`src/rtl/uart_cmd_pkg.sv`:
```
// Shared constants for the UART command parser: ASCII codes, FSM states and
// response selection/length/byte lookup.
package uart_cmd_pkg;

  localparam logic [7:0] ASCII_CR = 8'h0D;
  localparam logic [7:0] ASCII_LF = 8'h0A;
  localparam logic [7:0] ASCII_L  = 8'h4C;
  localparam logic [7:0] ASCII_QM = 8'h3F;
  localparam logic [7:0] ASCII_O  = 8'h4F;
  localparam logic [7:0] ASCII_K  = 8'h4B;
  localparam logic [7:0] ASCII_E  = 8'h45;

  localparam logic [1:0] S_COLLECT = 2'd0;
  localparam logic [1:0] S_EXEC    = 2'd1;
  localparam logic [1:0] S_RESP    = 2'd2;

  typedef enum logic [1:0] {
    RSP_OK  = 2'd0,
    RSP_ERR = 2'd1,
    RSP_QRY = 2'd2
  } rsp_sel_e;

  localparam logic [2:0] RSP_OK_LEN  = 3'd4;
  localparam logic [2:0] RSP_ERR_LEN = 3'd3;
  localparam logic [2:0] RSP_QRY_LEN = 3'd4;

  function automatic logic [2:0] rsp_len(input rsp_sel_e sel);
    case (sel)
      RSP_OK:  rsp_len = RSP_OK_LEN;
      RSP_ERR: rsp_len = RSP_ERR_LEN;
      RSP_QRY: rsp_len = RSP_QRY_LEN;
      default: rsp_len = RSP_ERR_LEN;
    endcase
  endfunction

  // Every response ends in CR LF; only the leading bytes differ per kind.
  function automatic logic [7:0] rsp_byte(input rsp_sel_e sel, input logic [1:0] idx,
                                          input logic [7:0] qry_chr);
    logic [7:0] b0;
    logic [7:0] b1;
    b0 = ASCII_E;
    b1 = ASCII_CR;
    case (sel)
      RSP_OK: begin
        b0 = ASCII_O;
        b1 = ASCII_K;
      end
      RSP_QRY: begin
        b0 = ASCII_L;
        b1 = qry_chr;
      end
      default: begin
        b0 = ASCII_E;
        b1 = ASCII_CR;
      end
    endcase
    if (sel == RSP_ERR) begin
      case (idx)
        2'd0:    rsp_byte = b0;
        2'd1:    rsp_byte = ASCII_CR;
        default: rsp_byte = ASCII_LF;
      endcase
    end else begin
      case (idx)
        2'd0:    rsp_byte = b0;
        2'd1:    rsp_byte = b1;
        2'd2:    rsp_byte = ASCII_CR;
        default: rsp_byte = ASCII_LF;
      endcase
    end
  endfunction

endpackage

```
`src/rtl/uart_cmd_hex_conv.sv`:
```
// Combinational hex helpers: ASCII hex digit to nibble (with valid flag) and
// nibble to uppercase ASCII hex.
module uart_cmd_hex_conv (
  input  logic [7:0] ascii_i,
  output logic [3:0] nibble_o,
  output logic       nibble_vld_o,
  input  logic [3:0] nibble_i,
  output logic [7:0] ascii_o
);

  always_comb begin
    nibble_o     = 4'd0;
    nibble_vld_o = 1'b0;
    if (ascii_i >= 8'h30 && ascii_i <= 8'h39) begin
      nibble_o     = ascii_i[3:0];
      nibble_vld_o = 1'b1;
    end else if ((ascii_i >= 8'h41 && ascii_i <= 8'h46) ||
                 (ascii_i >= 8'h61 && ascii_i <= 8'h66)) begin
      // 'A'/'a' have low nibble 1, so +9 lands on 10.
      nibble_o     = ascii_i[3:0] + 4'd9;
      nibble_vld_o = 1'b1;
    end
  end

  always_comb begin
    if (nibble_i < 4'd10) begin
      ascii_o = 8'h30 + {4'd0, nibble_i};
    end else begin
      ascii_o = 8'h37 + {4'd0, nibble_i};
    end
  end

endmodule

```
`src/rtl/uart_cmd_parser.sv`:
```
// Assembles CR/LF-terminated ASCII lines from rx strobes, executes LED set/query
// commands and streams the reply on tx valid/ready; optional idle timeout via UART_CMD_TIMEOUT_EN.
module uart_cmd_parser
  import uart_cmd_pkg::*;
#(
  parameter int MAX_LEN        = 8,
  parameter int TIMEOUT_CYCLES = 33000000
) (
  input  logic       clk,
  input  logic       rstn,
  input  logic       rx_valid,
  input  logic [7:0] rx_data,
  output logic       tx_valid,
  input  logic       tx_ready,
  output logic [7:0] tx_data,
  output logic [2:0] led,
  output logic       cmd_done,
  output logic       cmd_err,
  output logic       busy,
  output logic [7:0] drop_cnt
);

  localparam int LW = $clog2(MAX_LEN + 1);
  localparam int IW = (MAX_LEN > 1) ? $clog2(MAX_LEN) : 1;
  localparam logic [LW-1:0] MAX_LEN_L = LW'(MAX_LEN);

  logic [1:0]    state_q, state_d;
  logic [LW-1:0] len_q, len_d;
  logic          ovf_q, ovf_d;
  logic [7:0]    line_q [MAX_LEN];
  logic [7:0]    line_d [MAX_LEN];
  logic [2:0]    led_q, led_d;
  rsp_sel_e      rsp_sel_q, rsp_sel_d;
  logic [1:0]    idx_q, idx_d;
  logic [7:0]    qry_chr_q, qry_chr_d;
  logic          tx_valid_q, tx_valid_d;
  logic [7:0]    tx_data_q, tx_data_d;
  logic          cmd_done_q, cmd_done_d;
  logic          cmd_err_q, cmd_err_d;
  logic [7:0]    drop_cnt_q, drop_cnt_d;

  logic [3:0]    hex_nib;
  logic          hex_vld;
  logic [7:0]    led_chr;
  logic          hex_nib_unused;
  logic          rx_is_term;

  assign busy           = (state_q != S_COLLECT);
  assign rx_is_term     = (rx_data == ASCII_CR) || (rx_data == ASCII_LF);
  assign hex_nib_unused = hex_nib[3];

  uart_cmd_hex_conv u_hex_conv (
    .ascii_i      (line_q[1]),
    .nibble_o     (hex_nib),
    .nibble_vld_o (hex_vld),
    .nibble_i     ({1'b0, led_q}),
    .ascii_o      (led_chr)
  );

`ifdef UART_CMD_TIMEOUT_EN
  localparam int TW = (TIMEOUT_CYCLES > 2) ? $clog2(TIMEOUT_CYCLES) : 1;
  localparam logic [TW-1:0] TMO_LAST = TW'(TIMEOUT_CYCLES - 1);
  logic [TW-1:0] tmo_q, tmo_d;
`else
  localparam int tmo_unused = TIMEOUT_CYCLES;
`endif

  always_comb begin
    state_d    = state_q;
    len_d      = len_q;
    ovf_d      = ovf_q;
    line_d     = line_q;
    led_d      = led_q;
    rsp_sel_d  = rsp_sel_q;
    idx_d      = idx_q;
    qry_chr_d  = qry_chr_q;
    tx_valid_d = tx_valid_q;
    tx_data_d  = tx_data_q;
    cmd_done_d = 1'b0;
    cmd_err_d  = 1'b0;
    drop_cnt_d = drop_cnt_q;

    if (rx_valid && busy && (drop_cnt_q != 8'hFF)) begin
      drop_cnt_d = drop_cnt_q + 8'd1;
    end

    case (state_q)
      S_COLLECT: begin
        if (rx_valid) begin
          if (rx_is_term) begin
            // Bare terminators swallow the second half of CRLF and blank lines.
            if (len_q != '0) begin
              state_d = S_EXEC;
            end
          end else if (len_q < MAX_LEN_L) begin
            line_d[len_q[IW-1:0]] = rx_data;
            len_d                 = len_q + 1'b1;
          end else begin
            ovf_d = 1'b1;
          end
        end
      end

      S_EXEC: begin
        cmd_done_d = 1'b1;
        if (ovf_q) begin
          rsp_sel_d = RSP_ERR;
          cmd_err_d = 1'b1;
        end else if (len_q == LW'(2) && line_q[0] == ASCII_L && hex_vld) begin
          led_d     = hex_nib[2:0];
          rsp_sel_d = RSP_OK;
        end else if (len_q == LW'(1) && line_q[0] == ASCII_QM) begin
          rsp_sel_d = RSP_QRY;
          qry_chr_d = led_chr;
        end else begin
          rsp_sel_d = RSP_ERR;
          cmd_err_d = 1'b1;
        end
        idx_d      = 2'd0;
        tx_valid_d = 1'b1;
        tx_data_d  = rsp_byte(rsp_sel_d, 2'd0, qry_chr_d);
        state_d    = S_RESP;
      end

      S_RESP: begin
        if (tx_valid_q && tx_ready) begin
          if ({1'b0, idx_q} == rsp_len(rsp_sel_q) - 3'd1) begin
            tx_valid_d = 1'b0;
            len_d      = '0;
            ovf_d      = 1'b0;
            state_d    = S_COLLECT;
          end else begin
            idx_d     = idx_q + 2'd1;
            tx_data_d = rsp_byte(rsp_sel_q, idx_d, qry_chr_q);
          end
        end
      end

      default: state_d = S_COLLECT;
    endcase

`ifdef UART_CMD_TIMEOUT_EN
    // Idle counter only runs while a partial line is pending.
    tmo_d = '0;
    if (state_q == S_COLLECT && !rx_valid && (len_q != '0 || ovf_q)) begin
      if (tmo_q == TMO_LAST) begin
        len_d = '0;
        ovf_d = 1'b0;
      end else begin
        tmo_d = tmo_q + 1'b1;
      end
    end
`endif
  end

  always_ff @(posedge clk) begin
    if (!rstn) begin
      state_q    <= S_COLLECT;
      len_q      <= '0;
      ovf_q      <= 1'b0;
      led_q      <= 3'd0;
      rsp_sel_q  <= RSP_OK;
      idx_q      <= 2'd0;
      qry_chr_q  <= 8'd0;
      tx_valid_q <= 1'b0;
      tx_data_q  <= 8'd0;
      cmd_done_q <= 1'b0;
      cmd_err_q  <= 1'b0;
      drop_cnt_q <= 8'd0;
`ifdef UART_CMD_TIMEOUT_EN
      tmo_q      <= '0;
`endif
    end else begin
      state_q    <= state_d;
      len_q      <= len_d;
      ovf_q      <= ovf_d;
      led_q      <= led_d;
      rsp_sel_q  <= rsp_sel_d;
      idx_q      <= idx_d;
      qry_chr_q  <= qry_chr_d;
      tx_valid_q <= tx_valid_d;
      tx_data_q  <= tx_data_d;
      cmd_done_q <= cmd_done_d;
      cmd_err_q  <= cmd_err_d;
      drop_cnt_q <= drop_cnt_d;
`ifdef UART_CMD_TIMEOUT_EN
      tmo_q      <= tmo_d;
`endif
    end
  end

  // Line storage is qualified by len_q, so it needs no reset.
  always_ff @(posedge clk) begin
    line_q <= line_d;
  end

  assign tx_valid = tx_valid_q;
  assign tx_data  = tx_data_q;
  assign led      = led_q;
  assign cmd_done = cmd_done_q;
  assign cmd_err  = cmd_err_q;
  assign drop_cnt = drop_cnt_q;

endmodule
```
`config.mk`:
```
export PLATFORM = sky130hd
export DESIGN_NAME = uart_cmd_parser
export DESIGN_NICKNAME = d
export VERILOG_FILES = /design/src/rtl/uart_cmd_pkg.sv /design/src/rtl/uart_cmd_hex_conv.sv /design/src/rtl/uart_cmd_parser.sv
export SDC_FILE = /design/constraint.sdc
export NUM_CORES = 1
export LEC_CHECK = 0
export CAP_MARGIN = 0
export CORE_ASPECT_RATIO = 0.9
export CORE_MARGIN = 4
export CORE_UTILIZATION = 50
export CTS_CLUSTER_SIZE = 28
export DETAILED_ROUTE_END_ITERATION = 6
export PLACE_DENSITY_LB_ADDON = 0.3
export SETUP_SLACK_MARGIN = 0.1
export SYNTH_ARGS = -nofsm -noshare
export SYNTH_HDL_FRONTEND = slang
export SYNTH_HIERARCHICAL = 1
export SYNTH_SLANG_ARGS = --single-unit
```
`constraint.sdc`:
```
create_clock -name clk -period 2.15 [get_ports clk]
set_input_delay 0.215 -clock clk [delete_from_list [all_inputs] [get_ports clk]]
set_output_delay 0.215 -clock clk [all_outputs]
set_load 0.01 [all_outputs]
```
### Word level (Yosys, flattened, before mapping)

Cells that the tools add are included.
Widths: inputs -> output; s select.

| operators by class | value |
|---|---|
| $add $sub $neg | 7 |
| order comparisons | 10 |
| equal/unequal tests | 24 |
| multiplexer cells | 50 |
| bitwise operators | 4 |
| reductions and logical operators | 30 |

Operator list:

| cell | count |
|---|---|
| $bwmux 64 | 1 |
| $pmux 8 s2 | 3 |
| $mux 8 | 5 |
| $demux 8 s3 | 1 |
| $pmux 4 s2 | 3 |
| $pmux 8 s3 | 1 |
| $mux 2 | 11 |
| $mux 4 | 5 |
| $ne 2x2->1 const B | 9 |
| $eq 8x4->1 const B | 2 |
| $ge 8x7->1 const B | 2 |
| $le 8x7->1 const B | 2 |
| $mux 3 | 5 |
| $add 6x3->7 const A | 2 |
| $reduce_and 6->1 | 2 |
| $mux 1 | 11 |
| $logic_and 1x1->1 | 10 |
| $reduce_and 3->1 | 3 |
| $add 8x1->8 const B | 1 |
| $eq 2x2->1 const B | 4 |
| $eq 8x6->1 const B | 1 |
| $eq 8x7->1 const B | 1 |
| $ge 8x6->1 const B | 1 |
| $le 8x6->1 const B | 1 |
| 26 further kinds | 38 |

| storage, ports and cells | value |
|---|---|
| register bits after elaboration | 105 |
| input bits | 12 |
| output and inout bits | 23 |
| word-level logic and storage cells | 145 |

### Logic depth before layout (Yosys ltp)

Gate-level depths: netlist of run 1.

| logic depth | value |
|---|---|
| depth in word-level cells | 12 |
| depth in mapped cells | 11 |
| gate-level depth less buffers | 10 |

### Modules after synthesis

Netlist of run 1, hierarchy kept.

By module, submodules not included:

| module | times used | cells an instance | area each (um2) | seq. area each (um2) |
|---|---|---|---|---|
| uart_cmd_parser | 1 | 255 | 2,562.5 | 1,301.2 |
| uart_cmd_hex_conv | 1 | 42 | 294.0 | 0.0 |

### Least setup slack after synthesis of run 1

No wires, ideal clock.

| timing | value |
|---|---|
| path type | reg2reg |
| start point | reg line_q[48] (netlist name) |
| end point | reg led_q[0] (netlist: led[0]) |
| library setup time | 128 ps |
| arrival time | 1,937 ps |
| data required time | 2,022 ps |
| path slack | 85 ps |
| cell stages (with the launch flop) | 12 |
| path buffers | 1 |
| clock period less this slack | 2,065 ps |
| cells stage by stage | edfxtp_1 inv_1 ha_1 o21bai_1 a21o_2 nand2_1 nand4b_1 nor4_1 and3_1 clkbuf_1 mux2i_1 nor2_1 |

| on the way | value |
|---|---|
| word-level cells in the longest chain between the ends | 7 |
| elaborated cells on any way between the ends | 17 |
| those cells by class | 1 x add/sub; 6 x order compare; 4 x mux; 6 x reduce/logical |

Ends and longest elaborated chain:

| what | line | RTL |
|---|---|---|
| start, declared | uart_cmd_parser.sv:30 | `logic [7:0] line_q [MAX_LEN];` |
| start signal, assigned | uart_cmd_parser.sv:194 | `line_q <= line_d;` |
| $ge 8x7->1 (tied with other cells) | uart_cmd_hex_conv.sv:17 | `end else if ((ascii_i >= 8'h41 && ascii_i <= 8'h46) \|\|` |
| $logic_and 1x1->1 (on tied branches) | uart_cmd_hex_conv.sv:17, uart_cmd_hex_conv.sv:18 |  |
| $logic_or 1x1->1 | uart_cmd_hex_conv.sv:17 |  |
| $mux 1 | uart_cmd_hex_conv.sv:17 |  |
| $mux 1 (*) | uart_cmd_hex_conv.sv:14 | `if (ascii_i >= 8'h30 && ascii_i <= 8'h39) begin` |
| via hex_vld | uart_cmd_parser.sv:43 | `logic hex_vld;` |
| $logic_and 1x1->1 (*) | uart_cmd_parser.sv:109 | `end else if (len_q == LW'(2) && line_q[0] == ASCII_L && hex_vld) begin` |
| $reduce_and 3->1 (no source line) (*) | - |  |
| end signal, assigned | uart_cmd_parser.sv:177 | `led_q <= led_d;` |
| end, declared | uart_cmd_parser.sv:32 | `logic [2:0] led_q, led_d;` |

The timed path passes the listed nets; every way through them passes the cells marked *.
A chain may end at the register's enable or synchronous reset.

### Worst setup path after layout of run 1

| timing | value |
|---|---|
| start point | reg line_q[48] (netlist name) |
| end point | reg tx_data_q[3] (netlist: tx_data[3]) |

| on the way | value |
|---|---|
| word-level cells in the longest chain between the ends | 12 |
| elaborated cells on any way between the ends | 20 |
| those cells by class | 6 x order compare; 1 x eq/ne; 7 x mux; 6 x reduce/logical |

Ends and longest elaborated chain:

| what | line | RTL |
|---|---|---|
| $ge 8x7->1 (tied with other cells) | uart_cmd_hex_conv.sv:17 |  |
| $logic_and 1x1->1 (on tied branches) | uart_cmd_hex_conv.sv:17, uart_cmd_hex_conv.sv:18 |  |
| $logic_or 1x1->1 | uart_cmd_hex_conv.sv:17 |  |
| $mux 1 | uart_cmd_hex_conv.sv:17 |  |
| $mux 1 (*) | uart_cmd_hex_conv.sv:14 |  |
| via hex_vld | uart_cmd_parser.sv:43 |  |
| $logic_and 1x1->1 (*) | uart_cmd_parser.sv:109 |  |
| $mux 2 (*) | uart_cmd_parser.sv:109 |  |
| $mux 2 (*) | uart_cmd_parser.sv:106 | `if (ovf_q) begin` |
| $mux 2 (*) | uart_cmd_parser.sv:87 | `case (state_q)` |
| $eq 2x2->1 / $logic_not 2->1 (equally long branches) | uart_cmd_pkg.sv:43 | `case (sel)` |
| $pmux 4 s2 (*) | uart_cmd_pkg.sv:43 |  |
| $pmux 8 s2 (*) | uart_cmd_parser.sv:87 |  |
| end signal, assigned | uart_cmd_parser.sv:182 | `tx_data_q <= tx_data_d;` |
| end, declared | uart_cmd_parser.sv:37 | `logic [7:0] tx_data_q, tx_data_d;` |

The timed path passes the listed nets; every way through them passes the cells marked *. The select of a mux whose other input is x is not followed.

==> results of run 1 <==
## critical path: stages (launching register included)
cell and delay, ns:
edfxtp_1 0.46, inv_2 0.13, ha_4 0.15, nand2b_1 0.07, o211ai_1 0.27, nand2_2 0.09
nand4b_1 0.14, nor4_2 0.06, buf_4 0.14, o21ai_2 0.19, o21ai_1 0.09, o221a_1 0.23
## cell usage in the layout (no fill, tap or decap), types with 3 or more instances in the layout
master / instances
and3_1: 3
nand4_1: 4
nor2_1: 34
or4b_1: 3
and2_1: 3
inv_2: 4
xor2_1: 3
nand3_1: 8
ha_1: 11
a21oi_1: 21
xnor2_1: 5
o21ai_0: 10
o21ai_1: 10
conb_1: 5
dfxtp_1: 41
edfxtp_1: 16
nand2_1: 18
nor3_1: 5
inv_1: 13
nor2b_1: 5
clkbuf_8: 9
clkdlybuf4s50_1: 34
mux2i_1: 12
buf_4: 26
nand2b_1: 6
## layer usage
layer / up-vias / GRT usage [%] / part of all wire [%]
li1: 1177 / - / -
met2: 52 / 35.69 / 52
met3: 8 / 7.224 / 4.0
met4: 0 / 5.368 / 1.2
met1: 1166 / 24.87 / 43
met5: - / 0 / 0
## report_power, final
part / leakage (nW) / switching (mW) / total, mW / internal, mW
Combinational: 0.786 / 0.0650 / 0.127 / 0.0617
Clock: 0.0929 / 0.450 / 0.982 / 0.532
Sequential: 0.480 / 0.0176 / 1.15 / 1.13
Total: 1.36 / 0.533 / 2.25 / 1.72
## stage by stage
stage               setup TNS, ns  utilization [%]  cells
floorplan                       0                -    298
CTS                             0            67.91    430
global route              -0.3032            68.63    432
global placement         -0.07731            62.72    408
finish                          0            68.63    432
detailed placement         -1.378            62.72    408
## area by class of cell
class / count / area (um2) / area share [%]
Multi-Input combinational cell: 215 / 1513 / 40.97
Sequential cell: 57 / 1301 / 35.24
Timing Repair Buffer: 60 / 535.5 / 14.50
Clock buffer: 9 / 123.9 / 3.355
Tap cell: 67 / 83.83 / 2.270
Clock inverter: 7 / 71.32 / 1.932
Inverter: 17 / 63.81 / 1.728
## worst min-delay path by stage
stage	slack, ns	from	endpoint
2_1_floorplan	0.31	rx_data[0]	line_q[48]$_DFFE_PP_
3_3_place_gp	0.44	tx_data[4]$_SDFFE_PN0P_	tx_data[4]$_SDFFE_PN0P_
3_5_place_dp	0.44	tx_data[7]$_SDFFE_PN0P_	tx_data[7]$_SDFFE_PN0P_
4_1_cts	0.45	tx_data[7]$_SDFFE_PN0P_	tx_data[7]$_SDFFE_PN0P_
5_1_grt	0.48	tx_data[7]$_SDFFE_PN0P_	tx_data[7]$_SDFFE_PN0P_
6_report	0.45	tx_data[7]$_SDFFE_PN0P_	tx_data[7]$_SDFFE_PN0P_
## flip-flops by register name, indices dropped and copies added, names as in the netlist, 2 cells and up
signal / flops
line_q: 16
qry_chr_q: 8
state_q: 2
len_q: 4
idx_q: 2
rsp_sel_q: 2
tx_data: 8
led: 3
drop_cnt: 8
## repair_timing
action / CTS / global route
gates cloned: 0 / 0
pin swaps: 6 / 4
endpoints found under the hold margin: 0 / 0
setup endpoints to repair: 6 / 7
buffers inserted: 6 / 2
resized for setup: 10 / 6
==> results.toml, run 1 <==
[outcome]
status = "completed"

[floorplanning]
dieArea_um2 = 6966
start_util_pct = 52.91
die_w_um = 87.54
die_h_um = 79.58
coreArea_um2 = 5380
rows = 25
io_pins = 35

[hold_path]
min_path_cells = 2
hold_path_class = "reg2reg"

[clock_network]
cts_tree = "done"
clockBufferDepth = 2
h-tree-depth = 3
cts-root-buf = "clkbuf_8"
clk_pin_slew_ns = 0.07
clock_latency_ns = 0.34
cts_sinks = 57
holdBufCountCts = 0
cts_made_buffers = 9

[routing]
wl_per_cell_um = 16.29
drt_pass1_iterations = 4
drc = 0
vias_per_cell = 5.563
wirelength_um = 7038
route.vias.total = 2403
final_antenna_net_count = 0
drt-initial-drc-count = 131

[cells_and_area]
n_antenna_cell = 0
fillers = 420
drive_gt1_share_pct = 17.81
fin_area_um2 = 3692
area_delta_synth_final_pct = 29.71
fin_nets = 385

[place]
place_area_um2 = 3374
gp_congestion = 0.9022
place_hpwl_um = 4789
numPortBuffers = 34
dp_slack_ns = -0.1068

[timing]
drv_slew = 0
rsz0062_at_grt = "true"
clock.fmax_mhz = 469.8
worst_slack_ns = 0.02153
fin_skew_ns = 0.01223
period_share_pct = 99.00
hold_viol_final = 0
worst_slew_pin_slew_ns = 0.6002
slew-limit-headroom_pct = 59.65
min_period_ns = 2.128
worst_hold_slack_ns = 0.4490
setup_viol = 0

[global_route]
grt_start_max_net_pins = 18
antenna_found_initial = 0
track_usage_pct = 20.87
grt_pass1_wl_um = 11180
grt_pass1_vias = 2355
grt-ovfl-total = 0

[power_and_ir_drop]
leakagePower_nw = 1.359
power_mw = 2.254
vdd_ir_drop_max_uv = 561.5
cellPowerDensity_nw_per_um2 = 610.4

[setup_path]
cp.arrival_ns = 2.36
r2r_slack_ns = 0.02
critical_path_required_ns = 2.38
crit_end = "tx_data[3]$_SDFFE_PN0P_"
worstSetupStartpoint = "line_q[48]$_DFFE_PP_"
reg2reg_to = "tx_data[3]$_SDFFE_PN0P_"
r2r_start = "line_q[48]$_DFFE_PP_"
reg2regPathDepth = 11
worstPathMaxFanout = 3
startpoint_type = "register"
worst-setup-path-type = "reg2reg"
endpoint_kind = "register"

[yosys]
yosys_warnings = 6
synth_cells = 295
avgSynthCellArea_um2 = 9.649
netlist_area_um2 = 2846

[job]
maxCapViolations = 0
No activity file was read; power rests on OpenSTA's default activity.
==> inputs of run 2 (changes only) <==
--- a/config.mk
+++ b/config.mk
@@ -11,9 +11,11 @@
 export CORE_UTILIZATION = 50
 export CTS_CLUSTER_SIZE = 28
 export DETAILED_ROUTE_END_ITERATION = 6
-export PLACE_DENSITY_LB_ADDON = 0.3
+export PLACE_DENSITY = 0.76
 export SETUP_SLACK_MARGIN = 0.1
+export SKIP_LAST_GASP = 1
 export SYNTH_ARGS = -nofsm -noshare
 export SYNTH_HDL_FRONTEND = slang
 export SYNTH_HIERARCHICAL = 1
 export SYNTH_SLANG_ARGS = --single-unit
+export TNS_END_PERCENT = 100
==> results.toml, run 2 (same netlist as run 1, synthesis figures left out) <==
[outcome]
status = "complete, but fails checks"
violations = "setup timing"

[clock_network]
cts_sinks = 57
h-tree-depth = 3
clk_pin_slew_ns = 0.06
cts_made_buffers = 9
cts_tree = "done"
clockBufferDepth = 2
clock_latency_ns = 0.33
cts-root-buf = "clkbuf_8"

[timing]
slew-limit-headroom_pct = 62.20
fin_skew_ns = 0.006623
worst_slack_ns = -0.06083
setup_viol = 4
drv_slew = 0
hold_viol_final = 0
fin_tns_setup_ns = -0.1833
period_share_pct = 102.8
worst_slew_pin_slew_ns = 0.5623
clock.fmax_mhz = 452.3
rsz0062_at_grt = "true"
min_period_ns = 2.211

[power_and_ir_drop]
vdd_ir_drop_max_uv = 558.3
power_mw = 2.216
switchingPower_uw = 495.3
cellPowerDensity_nw_per_um2 = 607.7
p_seq_share_pct = 51.7
p_int_mw = 1.721
switching_share_pct = 22.35
clkPwrFrac_pct = 42.8
combPwrFrac_pct = 5.5
leakagePower_nw = 1.341

[global_route]
grt_pass1_wl_um = 10130
antenna_found_initial = 0
grt-ovfl-total = 0
grt_start_max_net_pins = 20
grt_pass1_vias = 2144
track_usage_pct = 18.74

[place]
numPortBuffers = 34
place_hpwl_um = 4523
gp_congestion = 0.8711

[job]
maxCapViolations = 0

[routing]
final_antenna_net_count = 0
vias_per_cell = 5.448
drt_pass1_iterations = 4
drt-initial-drc-count = 135
wirelength_um = 6485
wl_per_cell_um = 15.12
route.vias.total = 2337
drc = 0

[cells_and_area]
regMostFlops = "line_q"
largest_reg_flops = 16
n_antenna_cell = 0
drive_gt1_share_pct = 16.30
area_delta_synth_final_pct = 28.09
final_cell_mix = "dfxtp_1 (41), nor2_1 (35), clkdlybuf4s50_1 (34)"
fin_nets = 382
fillers = 425
layout_commonest_cell = "dfxtp_1"

[floorplanning]
dieArea_um2 = 6966
rows = 25
start_util_pct = 52.91
die_h_um = 79.58
coreArea_um2 = 5380
io_pins = 35
die_w_um = 87.54

[setup_path]
worstPathMaxFanout = 4
reg2reg_to = "tx_data[1]$_SDFFE_PN0P_"
r2r_start = "line_q[48]$_DFFE_PP_"
endpoint_kind = "register"
crit_end = "tx_data[1]$_SDFFE_PN0P_"
reg2regPathDepth = 11
r2r_slack_ns = -0.06
worst-setup-path-type = "reg2reg"
cp.arrival_ns = 2.47
worstSetupStartpoint = "line_q[48]$_DFFE_PP_"
startpoint_type = "register"
critical_path_required_ns = 2.41

[hold_path]
hold_path_class = "reg2reg"
run 2: changes by cell type in the layout (fill, tap and decap cells not counted), sizes merged:
cell	change
buf	-3
clkbuf	+2
clkinv	-1
clkinvlp	-1
run 2: power groups by stage:
stage | Sequential [mW] | Clock (mW) | Combinational, mW
3_5_place_dp | 1.17 | 0 | 0.112
4_1_cts | 1.14 | 0.969 | 0.113
2_1_floorplan | 1.16 | 0 | 0.0564
6_report | 1.14 | 0.949 | 0.122
3_3_place_gp | 1.17 | 0 | 0.109
5_1_grt | 1.15 | 1.03 | 0.136
run 2: repair_timing:
| action | in CTS | in global routing |
|---|---|---|
| pin swaps | 0 | 5 |
| setup buffers | 0 | 4 |
| hold buffers | 0 | 0 |
| gates resized for setup | 5 | 8 |
| endpoints found under the setup margin | 5 | 7 |
run 2: worst min-delay path by stage:
| stage | start | end | depth (start not counted) |
|---|---|---|---|
| after floorplan | rx_data[0] | line_q[48]$_DFFE_PP_ | 0 |
| after global placement | tx_data[4]$_SDFFE_PN0P_ | tx_data[4]$_SDFFE_PN0P_ | 2 |
| after detailed placement | tx_data[5]$_SDFFE_PN0P_ | tx_data[5]$_SDFFE_PN0P_ | 2 |
| after CTS | tx_data[5]$_SDFFE_PN0P_ | tx_data[5]$_SDFFE_PN0P_ | 2 |
| after global routing | tx_data[5]$_SDFFE_PN0P_ | tx_data[5]$_SDFFE_PN0P_ | 2 |
| final | tx_data[5]$_SDFFE_PN0P_ | tx_data[5]$_SDFFE_PN0P_ | 2 |
run 2: routing by layer:
layer	vias up	GRT usage [%]	wire length, um
met5	-	0	0
met4	0	5.061	74
met3	9	6.295	289
met2	51	30.57	3241
met1	1105	23.61	2880
li1	1172	-	-
run 2: through the flow:
step                instances  instance area [um2]  setup slack [ns]  hold slack [ns]  util (%)
detailed placement        409                 3382          -0.06220           0.4448     62.86
global placement          409                 3382         -0.008583           0.4372     62.86
global route              429                 3646           -0.2091           0.4707     67.77
floorplan                 298                 2859            0.1635           0.3139         -
finish                    429                 3646          -0.06083           0.4477     67.77
CTS                       425                 3583            0.1088           0.4535     66.60
run 2: layout make-up:
class | count | area, um2 | share of cell area [%]
clock buffer | 11 | 131.4 | 3.603
clock inverter | 5 | 56.30 | 1.544
inverter | 17 | 63.81 | 1.750
multi-input combinational | 215 | 1496 | 41.04
sequential | 57 | 1301 | 35.69
tap | 67 | 83.83 | 2.299
timing repair buffer | 57 | 513.0 | 14.07
run 2: worst max-delay path, stage by stage, from the launching register on:
cell and delay, ns:
edfxtp_1 0.44, buf_4 0.16, ha_4 0.14, o21bai_1 0.06
a21o_2 0.21, nand2_2 0.06, nand4b_1 0.12, nor4_2 0.36
and3_4 0.29, buf_4 0.13, a21oi_2 0.03, a21oi_1 0.14
